[src/rtl/alu_rf_2432_if.sv]
// =============================================================================
// Module : alu_rf_2432_if
// Desc   : Register-file write/read bus and ALU operand/result bus.
// Rev    : 1.0
// =============================================================================
`default_nettype none

interface alu_rf_2432_if;
   // register file
   logic        i_clk_en;
   logic        i_cs_b;
   logic [3:0]  i_wen;
   logic [3:0]  i_waddr;
   logic [31:0] i_din;
   logic [3:0]  i_raddr_0;
   logic [3:0]  i_raddr_1;
   logic [31:0] o_rf_dout_0;
   logic [31:0] o_rf_dout_1;
   // ALU
   logic [31:0] i_alu_a;
   logic [31:0] i_alu_b;
   logic        i_cin;
   logic        i_vin;
   logic [5:0]  i_opcode;
   logic [31:0] o_alu_dout;
   logic        o_cout;
   logic        o_vout;
   logic        o_qnz;
   logic        o_mcp;

   modport master (
      output i_clk_en, i_cs_b, i_wen, i_waddr, i_din, i_raddr_0, i_raddr_1,
      output i_alu_a, i_alu_b, i_cin, i_vin, i_opcode,
      input  o_rf_dout_0, o_rf_dout_1,
      input  o_alu_dout, o_cout, o_vout, o_qnz, o_mcp
   );

   modport slave (
      input  i_clk_en, i_cs_b, i_wen, i_waddr, i_din, i_raddr_0, i_raddr_1,
      input  i_alu_a, i_alu_b, i_cin, i_vin, i_opcode,
      output o_rf_dout_0, o_rf_dout_1,
      output o_alu_dout, o_cout, o_vout, o_qnz, o_mcp
   );
endinterface

`default_nettype wire

[src/rtl/alu_rf_2432.sv]
// =============================================================================
// Module : alu_rf_2432
// Desc   : 16x32 register file (2R/1W, byte enables) and combinational ALU.
//          Define MUL_EN to include the 32x32 multiplier on opcode 3E.
// Rev    : 1.0
// =============================================================================
`default_nettype none

module alu_rf_2432 (
   input  wire logic    i_clk,
   input  wire logic    i_rst,
   alu_rf_2432_if.slave bus
);

   localparam logic [5:0] c_OP_MOV   = 6'h20;
   localparam logic [5:0] c_OP_LMOVT = 6'h30;
   localparam logic [5:0] c_OP_ADD   = 6'h22;
   localparam logic [5:0] c_OP_ADC   = 6'h24;
   localparam logic [5:0] c_OP_SUB   = 6'h26;
   localparam logic [5:0] c_OP_SBC   = 6'h28;
   localparam logic [5:0] c_OP_CMP   = 6'h2A;
   localparam logic [5:0] c_OP_AND   = 6'h2C;
   localparam logic [5:0] c_OP_OR    = 6'h2E;
   localparam logic [5:0] c_OP_XOR   = 6'h32;
   localparam logic [5:0] c_OP_BTST  = 6'h34;
   localparam logic [5:0] c_OP_ASR   = 6'h36;
   localparam logic [5:0] c_OP_LSR   = 6'h38;
   localparam logic [5:0] c_OP_ASL   = 6'h3A;
   localparam logic [5:0] c_OP_ROR   = 6'h3C;
   localparam logic [5:0] c_OP_MUL   = 6'h3E;
   localparam logic [5:0] c_OP_DJNZ  = 6'h10;

   // ---------------------------------------------------------------------------
   // Register file
   // ---------------------------------------------------------------------------
   logic [31:0] rf_q [16];
   logic [31:0] rf_d [16];
   logic        w_we;

   assign w_we = bus.i_clk_en & ~bus.i_cs_b & (bus.i_waddr != 4'd0);

   always_comb begin
      for (int r = 0; r < 16; r++) begin
         rf_d[r] = rf_q[r];
      end
      if (w_we) begin
         for (int n = 0; n < 4; n++) begin
            if (bus.i_wen[n]) begin
               rf_d[bus.i_waddr][8*n +: 8] = bus.i_din[8*n +: 8];
            end
         end
      end
   end

   always_ff @(posedge i_clk) begin
      for (int r = 0; r < 16; r++) begin
         if (i_rst) begin
            rf_q[r] <= '0;
         end else begin
            rf_q[r] <= rf_d[r];
         end
      end
   end

   // Reads see only the registered contents, so a same-cycle write is not bypassed.
   assign bus.o_rf_dout_0 = (bus.i_raddr_0 == 4'd0) ? 32'd0 : rf_q[bus.i_raddr_0];
   assign bus.o_rf_dout_1 = (bus.i_raddr_1 == 4'd0) ? 32'd0 : rf_q[bus.i_raddr_1];

   // ---------------------------------------------------------------------------
   // ALU
   // ---------------------------------------------------------------------------
   logic [31:0] w_a;
   logic [31:0] w_b;
   logic [5:0]  w_op;
   logic        w_sub;
   logic        w_add_cin;
   logic [31:0] w_b_eff;
   logic [32:0] w_sum;
   logic        w_add_v;
   logic [4:0]  w_sh;
   logic [31:0] w_lsr;
   logic [31:0] w_asr;
   logic [31:0] w_asl;
   logic [63:0] w_rot;
   logic        w_rsh_out;
   logic        w_lsh_out;
   logic [31:0] w_dout;
   logic        w_cout;
   logic        w_vout;
   logic        w_mcp;

   assign w_a  = bus.i_alu_a;
   assign w_b  = bus.i_alu_b;
   assign w_op = bus.i_opcode;
   assign w_sh = w_b[4:0];

   // One shared adder: subtraction is a + ~b + carry-in.
   always_comb begin
      w_sub     = 1'b0;
      w_add_cin = 1'b0;
      case (w_op)
         c_OP_ADC: w_add_cin = bus.i_cin;
         c_OP_SUB,
         c_OP_CMP: begin
            w_sub     = 1'b1;
            w_add_cin = 1'b1;
         end
         c_OP_SBC: begin
            w_sub     = 1'b1;
            w_add_cin = bus.i_cin;
         end
         default: ;
      endcase
   end

   assign w_b_eff = w_sub ? ~w_b : w_b;
   assign w_sum   = {1'b0, w_a} + {1'b0, w_b_eff} + {32'd0, w_add_cin};
   assign w_add_v = (w_a[31] == w_b_eff[31]) & (w_sum[31] ^ w_a[31]);

   assign w_lsr     = w_a >> w_sh;
   assign w_asr     = 32'($signed(w_a) >>> w_sh);
   assign w_asl     = w_a << w_sh;
   assign w_rot     = {w_a, w_a} >> w_sh;
   // Last bit out: a[n-1] for right shifts/rotate, a[32-n] for left shift.
   assign w_rsh_out = w_a[w_sh - 5'd1];
   assign w_lsh_out = w_a[5'd0 - w_sh];

   always_comb begin
      w_dout = w_sum[31:0];
      w_cout = w_sum[32];
      w_vout = w_add_v;
      w_mcp  = 1'b0;
      case (w_op)
         c_OP_MOV: begin
            w_dout = w_b;
            w_cout = bus.i_cin;
            w_vout = bus.i_vin;
         end
         c_OP_LMOVT: begin
            w_dout = {w_b[15:0], 16'h0000};
            w_cout = bus.i_cin;
            w_vout = bus.i_vin;
         end
         c_OP_AND,
         c_OP_BTST: begin
            w_dout = w_a & w_b;
            w_cout = bus.i_cin;
            w_vout = bus.i_vin;
         end
         c_OP_OR: begin
            w_dout = w_a | w_b;
            w_cout = bus.i_cin;
            w_vout = bus.i_vin;
         end
         c_OP_XOR: begin
            w_dout = w_a ^ w_b;
            w_cout = bus.i_cin;
            w_vout = bus.i_vin;
         end
         c_OP_ASR: begin
            w_dout = w_asr;
            w_cout = (w_sh == 5'd0) ? bus.i_cin : w_rsh_out;
            w_vout = bus.i_vin;
         end
         c_OP_LSR: begin
            w_dout = w_lsr;
            w_cout = (w_sh == 5'd0) ? bus.i_cin : w_rsh_out;
            w_vout = bus.i_vin;
         end
         c_OP_ASL: begin
            w_dout = w_asl;
            w_cout = (w_sh == 5'd0) ? bus.i_cin : w_lsh_out;
            w_vout = bus.i_vin;
         end
         c_OP_ROR: begin
            w_dout = w_rot[31:0];
            w_cout = (w_sh == 5'd0) ? bus.i_cin : w_rsh_out;
            w_vout = bus.i_vin;
         end
`ifdef MUL_EN
         c_OP_MUL: begin
            w_dout = w_a * w_b;
            w_cout = bus.i_cin;
            w_vout = bus.i_vin;
            w_mcp  = 1'b1;
         end
`endif
         // ADD, ADC, SUB, SBC, CMP, DJNZ and unassigned opcodes use the adder.
         default: ;
      endcase
   end

   assign bus.o_alu_dout = w_dout;
   assign bus.o_cout     = w_cout;
   assign bus.o_vout     = w_vout;
   assign bus.o_qnz      = (w_op == c_OP_DJNZ) && (w_dout != 32'd0);
   assign bus.o_mcp      = w_mcp;

endmodule

`default_nettype wire

[src/flat_wrapper.sv]
// flat-port wrapper written by rule: the top's interface ports become plain ports
module alu_rf_2432_flat 
  (i_clk, i_rst, bus_i_clk_en, bus_i_cs_b, bus_i_wen, bus_i_waddr, bus_i_din, bus_i_raddr_0, bus_i_raddr_1, bus_i_alu_a, bus_i_alu_b, bus_i_cin, bus_i_vin, bus_i_opcode, bus_o_rf_dout_0, bus_o_rf_dout_1, bus_o_alu_dout, bus_o_cout, bus_o_vout, bus_o_qnz, bus_o_mcp);
  alu_rf_2432_if bus_i ();
  input  wire logic i_clk;
  input  wire logic i_rst;
  input wire logic [$bits(bus_i.i_clk_en)-1:0] bus_i_clk_en;
  input wire logic [$bits(bus_i.i_cs_b)-1:0] bus_i_cs_b;
  input wire logic [$bits(bus_i.i_wen)-1:0] bus_i_wen;
  input wire logic [$bits(bus_i.i_waddr)-1:0] bus_i_waddr;
  input wire logic [$bits(bus_i.i_din)-1:0] bus_i_din;
  input wire logic [$bits(bus_i.i_raddr_0)-1:0] bus_i_raddr_0;
  input wire logic [$bits(bus_i.i_raddr_1)-1:0] bus_i_raddr_1;
  input wire logic [$bits(bus_i.i_alu_a)-1:0] bus_i_alu_a;
  input wire logic [$bits(bus_i.i_alu_b)-1:0] bus_i_alu_b;
  input wire logic [$bits(bus_i.i_cin)-1:0] bus_i_cin;
  input wire logic [$bits(bus_i.i_vin)-1:0] bus_i_vin;
  input wire logic [$bits(bus_i.i_opcode)-1:0] bus_i_opcode;
  output wire logic [$bits(bus_i.o_rf_dout_0)-1:0] bus_o_rf_dout_0;
  output wire logic [$bits(bus_i.o_rf_dout_1)-1:0] bus_o_rf_dout_1;
  output wire logic [$bits(bus_i.o_alu_dout)-1:0] bus_o_alu_dout;
  output wire logic [$bits(bus_i.o_cout)-1:0] bus_o_cout;
  output wire logic [$bits(bus_i.o_vout)-1:0] bus_o_vout;
  output wire logic [$bits(bus_i.o_qnz)-1:0] bus_o_qnz;
  output wire logic [$bits(bus_i.o_mcp)-1:0] bus_o_mcp;
  assign bus_i.i_clk_en = bus_i_clk_en;
  assign bus_i.i_cs_b = bus_i_cs_b;
  assign bus_i.i_wen = bus_i_wen;
  assign bus_i.i_waddr = bus_i_waddr;
  assign bus_i.i_din = bus_i_din;
  assign bus_i.i_raddr_0 = bus_i_raddr_0;
  assign bus_i.i_raddr_1 = bus_i_raddr_1;
  assign bus_i.i_alu_a = bus_i_alu_a;
  assign bus_i.i_alu_b = bus_i_alu_b;
  assign bus_i.i_cin = bus_i_cin;
  assign bus_i.i_vin = bus_i_vin;
  assign bus_i.i_opcode = bus_i_opcode;
  assign bus_o_rf_dout_0 = bus_i.o_rf_dout_0;
  assign bus_o_rf_dout_1 = bus_i.o_rf_dout_1;
  assign bus_o_alu_dout = bus_i.o_alu_dout;
  assign bus_o_cout = bus_i.o_cout;
  assign bus_o_vout = bus_i.o_vout;
  assign bus_o_qnz = bus_i.o_qnz;
  assign bus_o_mcp = bus_i.o_mcp;
  alu_rf_2432 u_core (.i_clk(i_clk), .i_rst(i_rst), .bus(bus_i));
endmodule
[config.mk]
export PLATFORM = sky130hd
export DESIGN_NAME = alu_rf_2432_flat
export DESIGN_NICKNAME = d
export VERILOG_FILES = /design/src/rtl/alu_rf_2432_if.sv /design/src/rtl/alu_rf_2432.sv /design/src/flat_wrapper.sv
export SDC_FILE = /design/constraint.sdc
export NUM_CORES = 2
export LEC_CHECK = 0
export BUFFER_PORTS_ARGS = -buffer_cell sky130_fd_sc_hd__buf_4
export CAP_MARGIN = 20
export CORE_UTILIZATION = 35
export CTS_CLUSTER_SIZE = 14
export DETAILED_ROUTE_END_ITERATION = 12
export HOLD_SLACK_MARGIN = 0.02
export SLEW_MARGIN = 10
export SYNTH_ARGS = -nofsm -noshare
export SYNTH_HDL_FRONTEND = slang
export SYNTH_SLANG_ARGS = --single-unit
[constraint.sdc]
create_clock -name i_clk -period 17.6 [get_ports i_clk]
set_clock_uncertainty 0.1 [all_clocks]
set_input_delay 1.76 -clock i_clk [delete_from_list [all_inputs] [get_ports i_clk]]
set_output_delay 1.76 -clock i_clk [all_outputs]
set_load 0.03 [all_outputs]
==> flow_metrics.py <==
metrics = {
    "logic_synthesis": {
        "yosysSeqAreaShare_pct": 29.0,
        "syn-cell-area_sq_um": 35400,
        "syn_nets": 4230,
        "synth_edf_count": 0,
        "synth_cell_types": 83,
        "syn_inst": 4006,
        "syn-mean-instance-area_sq_um": 8.83,
        "synth-seq-cells": 512,
        "async_flop_share_pct": 0,
        "yosys_warnings": 0,
        "synth_flop_cell": "dfxtp_1",
    },
    "final_layout": {
        "largest_register_ffs": 512,
        "largestRegisters": "u_core.rf_q: 512 flops",
        "top_register": "u_core.rf_q",
        "area_growth_pct": 12.0,
        "seq_area_sq_um": 10200,
        "instances_no_fill": 5301,
        "multiInputGateArea_sq_um": 23400,
        "drive_above_1_share_pct": 20.3,
        "fillers": 10000,
        "final_nets": 4183,
    },
    "worst_hold_path": {
        "holdCritPathClass": "flip-flop to flip-flop",
        "whs_endpoint": "u_core.rf_q[7][18]",
        "worstHoldStart": "u_core.rf_q[7][18]",
        "holdPathStages": 2,
    },
    "detailed_routing": {
        "wl_microns": 141000,
        "via_count": 33300,
        "drt-pass1-iter-count": 8,
        "antenna_left": 0,
        "drt_iter0_markers": 4424,
        "drc": 0,
        "wl_per_cell_microns": 26.5,
        "viasPerCell": 6.28,
    },
    "timing": {
        "hold_violations": 0,
        "worst_slack_ns": 8.48,
        "finalCriticalPeriod_ns": 9.12,
        "drv_slew": 0,
        "rsz0062_at_grt": "false",
        "period_share_pct": 51.8,
        "worst_pin_slew_ns": 1.16,
        "setup_viol": 0,
        "timing.fmax_mhz": 110,
        "relSlewSlack_pct": 21.0,
        "fin_tns_setup_ns": 0,
    },
    "place": {
        "post-place-ws_ns": 8.59,
        "place_congestion": 1.10,
        "dp_hpwl_microns": 91000,
        "port_buffers": 222,
        "dp.cells": 5198,
    },
    "clock_network": {
        "clkSinkCount": 512,
        "hold_buffers": 0,
        "cts_setup_buffers": 0,
        "cts_max_level": 2,
        "tritoncts": "built",
        "cts.clk_slew.worst_paths_ns": 0.06,
        "clockBufferDepth": 3,
        "worst_skew_pair.late_latency_ns": 0.64,
        "cts_buffers": 55,
        "post_cts_resized": 0,
        "cts-root-buf": "clkbuf_16",
    },
    "grt": {
        "overflow": 0,
        "grt_pass1_vias": 31200,
        "antenna_found_initial": 3,
        "grt_max_degree": 153,
        "grt_use_total_pct": 26.7,
        "grt_pass1_wl_microns": 208000,
    },
    "setup_path": {
        "crit_arrival_ns": 7.26,
        "critPathSlowestCell": "or4_1",
        "end_kind": "output port",
        "cp-start-kind": "input pin",
        "critical_path.max_stage_delay_ns": 0.55,
        "crit_chain": "buf_4, nor2b_1, o21a_2, buf_4, xnor2_1, fa_1, inv_1, fa_1, a211oi_1, o211ai_1, a21oi_1, o311a_1, xor2_1, o2111ai_1, or4_1, nor4b_1, nand3_1, nor4_1, a21oi_1, buf_4",
        "worstPathRequired_ns": 15.74,
        "worstPathMaxFanout": 32,
        "crit_top_cell": "buf_4",
        "rrSetupSlack_ns": 16.78,
        "r2r_start": "u_core.rf_q[12][23]",
        "reg2reg_to": "u_core.rf_q[12][23]",
        "r2r_cells": 2,
        "crit_type": "input pin to output port",
    },
    "floorplan": {
        "dieArea_sq_um": 102000,
        "initial_utilization_pct": 35.3,
        "fp.dieH_microns": 320,
        "io_pins": 224,
        "core_sq_um": 100000,
        "rows": 116,
        "die-width_microns": 320,
    },
    "power": {
        "cellLeakagePower_nw": 13.4,
        "total_power_w": 0.00297,
        "max-vdd-ir-drop_mv": 0.0725,
        "cellPowerDensity_nw_per_um2": 75.0,
    },
    "flow_run": {
        "drv_cap": 0,
    },
    "outcome": {
        "status": "finished clean",
    },
}
==> cells in the final DEF (no fill, tap or decap), types with 11 or more instances in the layout <==
| cell | synthesis | layout |
|---|---|---|
| nand2_1 | 686 | 686 |
| a21oi_1 | 557 | 556 |
| dfxtp_1 | 512 | 512 |
| nand3_1 | 509 | 509 |
| mux4_2 | 375 | 375 |
| buf_4 | 2 | 276 |
| nor2b_1 | 106 | 106 |
| ha_1 | 98 | 98 |
| nor2_1 | 93 | 84 |
| inv_1 | 75 | 75 |
| o21ai_0 | 72 | 72 |
| clkbuf_16 | 0 | 55 |
| mux2i_1 | 52 | 52 |
| xnor2_1 | 46 | 46 |
| o211ai_1 | 32 | 32 |
| nor3_1 | 33 | 26 |
| mux2_2 | 25 | 25 |
| a211oi_1 | 23 | 23 |
| a22oi_1 | 23 | 23 |
| nand2b_1 | 22 | 22 |
| nand4_1 | 20 | 20 |
| a221oi_1 | 20 | 20 |
| o22ai_1 | 16 | 16 |
| xor2_1 | 14 | 14 |
| clkinv_2 | 0 | 13 |
| nor4_1 | 13 | 11 |
| clkbuf_8 | 0 | 11 |
| clkbuf_1 | 288 | 11 |
==> power by group <==
group          leakage, nW  switching (W)  internal (W)
registers             4.12     0.00000293       0.00116
clock network        0.909       0.000511      0.000682
logic                 8.34       0.000409      0.000201
==> through the flow <==
step	cell area [sq um]	hold WS (ns)	util [%]
2_1_floorplan	35400	0.343	-
3_3_place_gp	37700	0.348	37.6
3_5_place_dp	37700	0.356	37.6
4_1_cts	39500	0.365	39.5
5_1_grt	39600	0.382	39.5
6_report	39600	0.362	39.5
==> cells by family (layout without fill, tap and decap cells) <==
kind of cell / Yosys count / count (layout) / share of synthesized area, %
and+or+nand+nor: 1535 / 1535 / 19.9
buffers and inverters: 465 / 459 / 5.21
other: 1 / 4 / 0.0106
DFF: 512 / 512 / 29.0
adders and majority gates: 100 / 100 / 3.58
AOI/OAI and AO/OA: 875 / 875 / 14.5
xor gates and xnor gates: 60 / 60 / 1.49
muxes: 458 / 458 / 26.4
==> routing by layer <==
layer  vias up  wire length [microns]  global-route usage, %
met1     16400                  57500                   36.3
met4         4                   6650                   11.8
met2      1847                  61700                   39.9
met5         -                     24                      0
met3       360                  14900                   6.90
li1      14700                      -                      -
==> area by class of cell <==
type / instances / area share [%]
multi-input combinational: 3029 / 59.1
sequential: 512 / 25.9
timing repair buffer: 283 / 5.54
tap: 1298 / 4.10
clock buffer: 77 / 3.96
inverter: 78 / 0.740
clock inverter: 21 / 0.645
antenna: 3 / 0.0190
==> critical path, delay by kind of cell <==
kind            cells  cell delay, ns
simple gates        5            1.82
compound gates      7            1.59
buf+inv             4            0.93
fa+ha+maj           2            0.66
xor+xnor            2            0.42
==> Yosys cell counts, types with 10 or more instances <==
cell | number | area share [%]
a211oi_1 | 23 | 0.49
a21o_1 | 10 | 0.21
a21oi_1 | 557 | 7.9
a221oi_1 | 20 | 0.50
a22oi_1 | 23 | 0.49
and2_1 | 14 | 0.25
buf_1 | 70 | 0.74
buf_2 | 19 | 0.27
clkbuf_1 | 288 | 3.1
dfxtp_1 | 512 | 29
ha_1 | 98 | 3.5
inv_1 | 75 | 0.80
mux2_2 | 25 | 0.80
mux2i_1 | 52 | 1.5
mux4_2 | 375 | 24
nand2_1 | 686 | 7.3
nand2b_1 | 22 | 0.39
nand3_1 | 509 | 7.2
nand4_1 | 20 | 0.35
nor2_1 | 93 | 0.99
nor2b_1 | 106 | 1.9
nor3_1 | 33 | 0.47
nor4_1 | 13 | 0.23
o2111ai_1 | 10 | 0.25
o211ai_1 | 32 | 0.68
o21a_1 | 11 | 0.23
o21ai_0 | 72 | 1.0
o22ai_1 | 16 | 0.28
o31ai_1 | 10 | 0.21
xnor2_1 | 46 | 1.1
xor2_1 | 14 | 0.35
==> worst max-delay path by stage <==
stage	from	end	slack, ns	depth (start not counted)
2_1_floorplan	bus_i_opcode[3]	bus_o_qnz	8.55	21
6_report	bus_i_opcode[3]	bus_o_qnz	8.48	20
5_1_grt	bus_i_opcode[3]	bus_o_qnz	8.13	20
3_5_place_dp	bus_i_opcode[3]	bus_o_qnz	8.59	20
4_1_cts	bus_i_opcode[3]	bus_o_qnz	8.54	20
3_3_place_gp	bus_i_opcode[3]	bus_o_qnz	8.60	20
No activity file was read; power rests on OpenSTA's default activity.
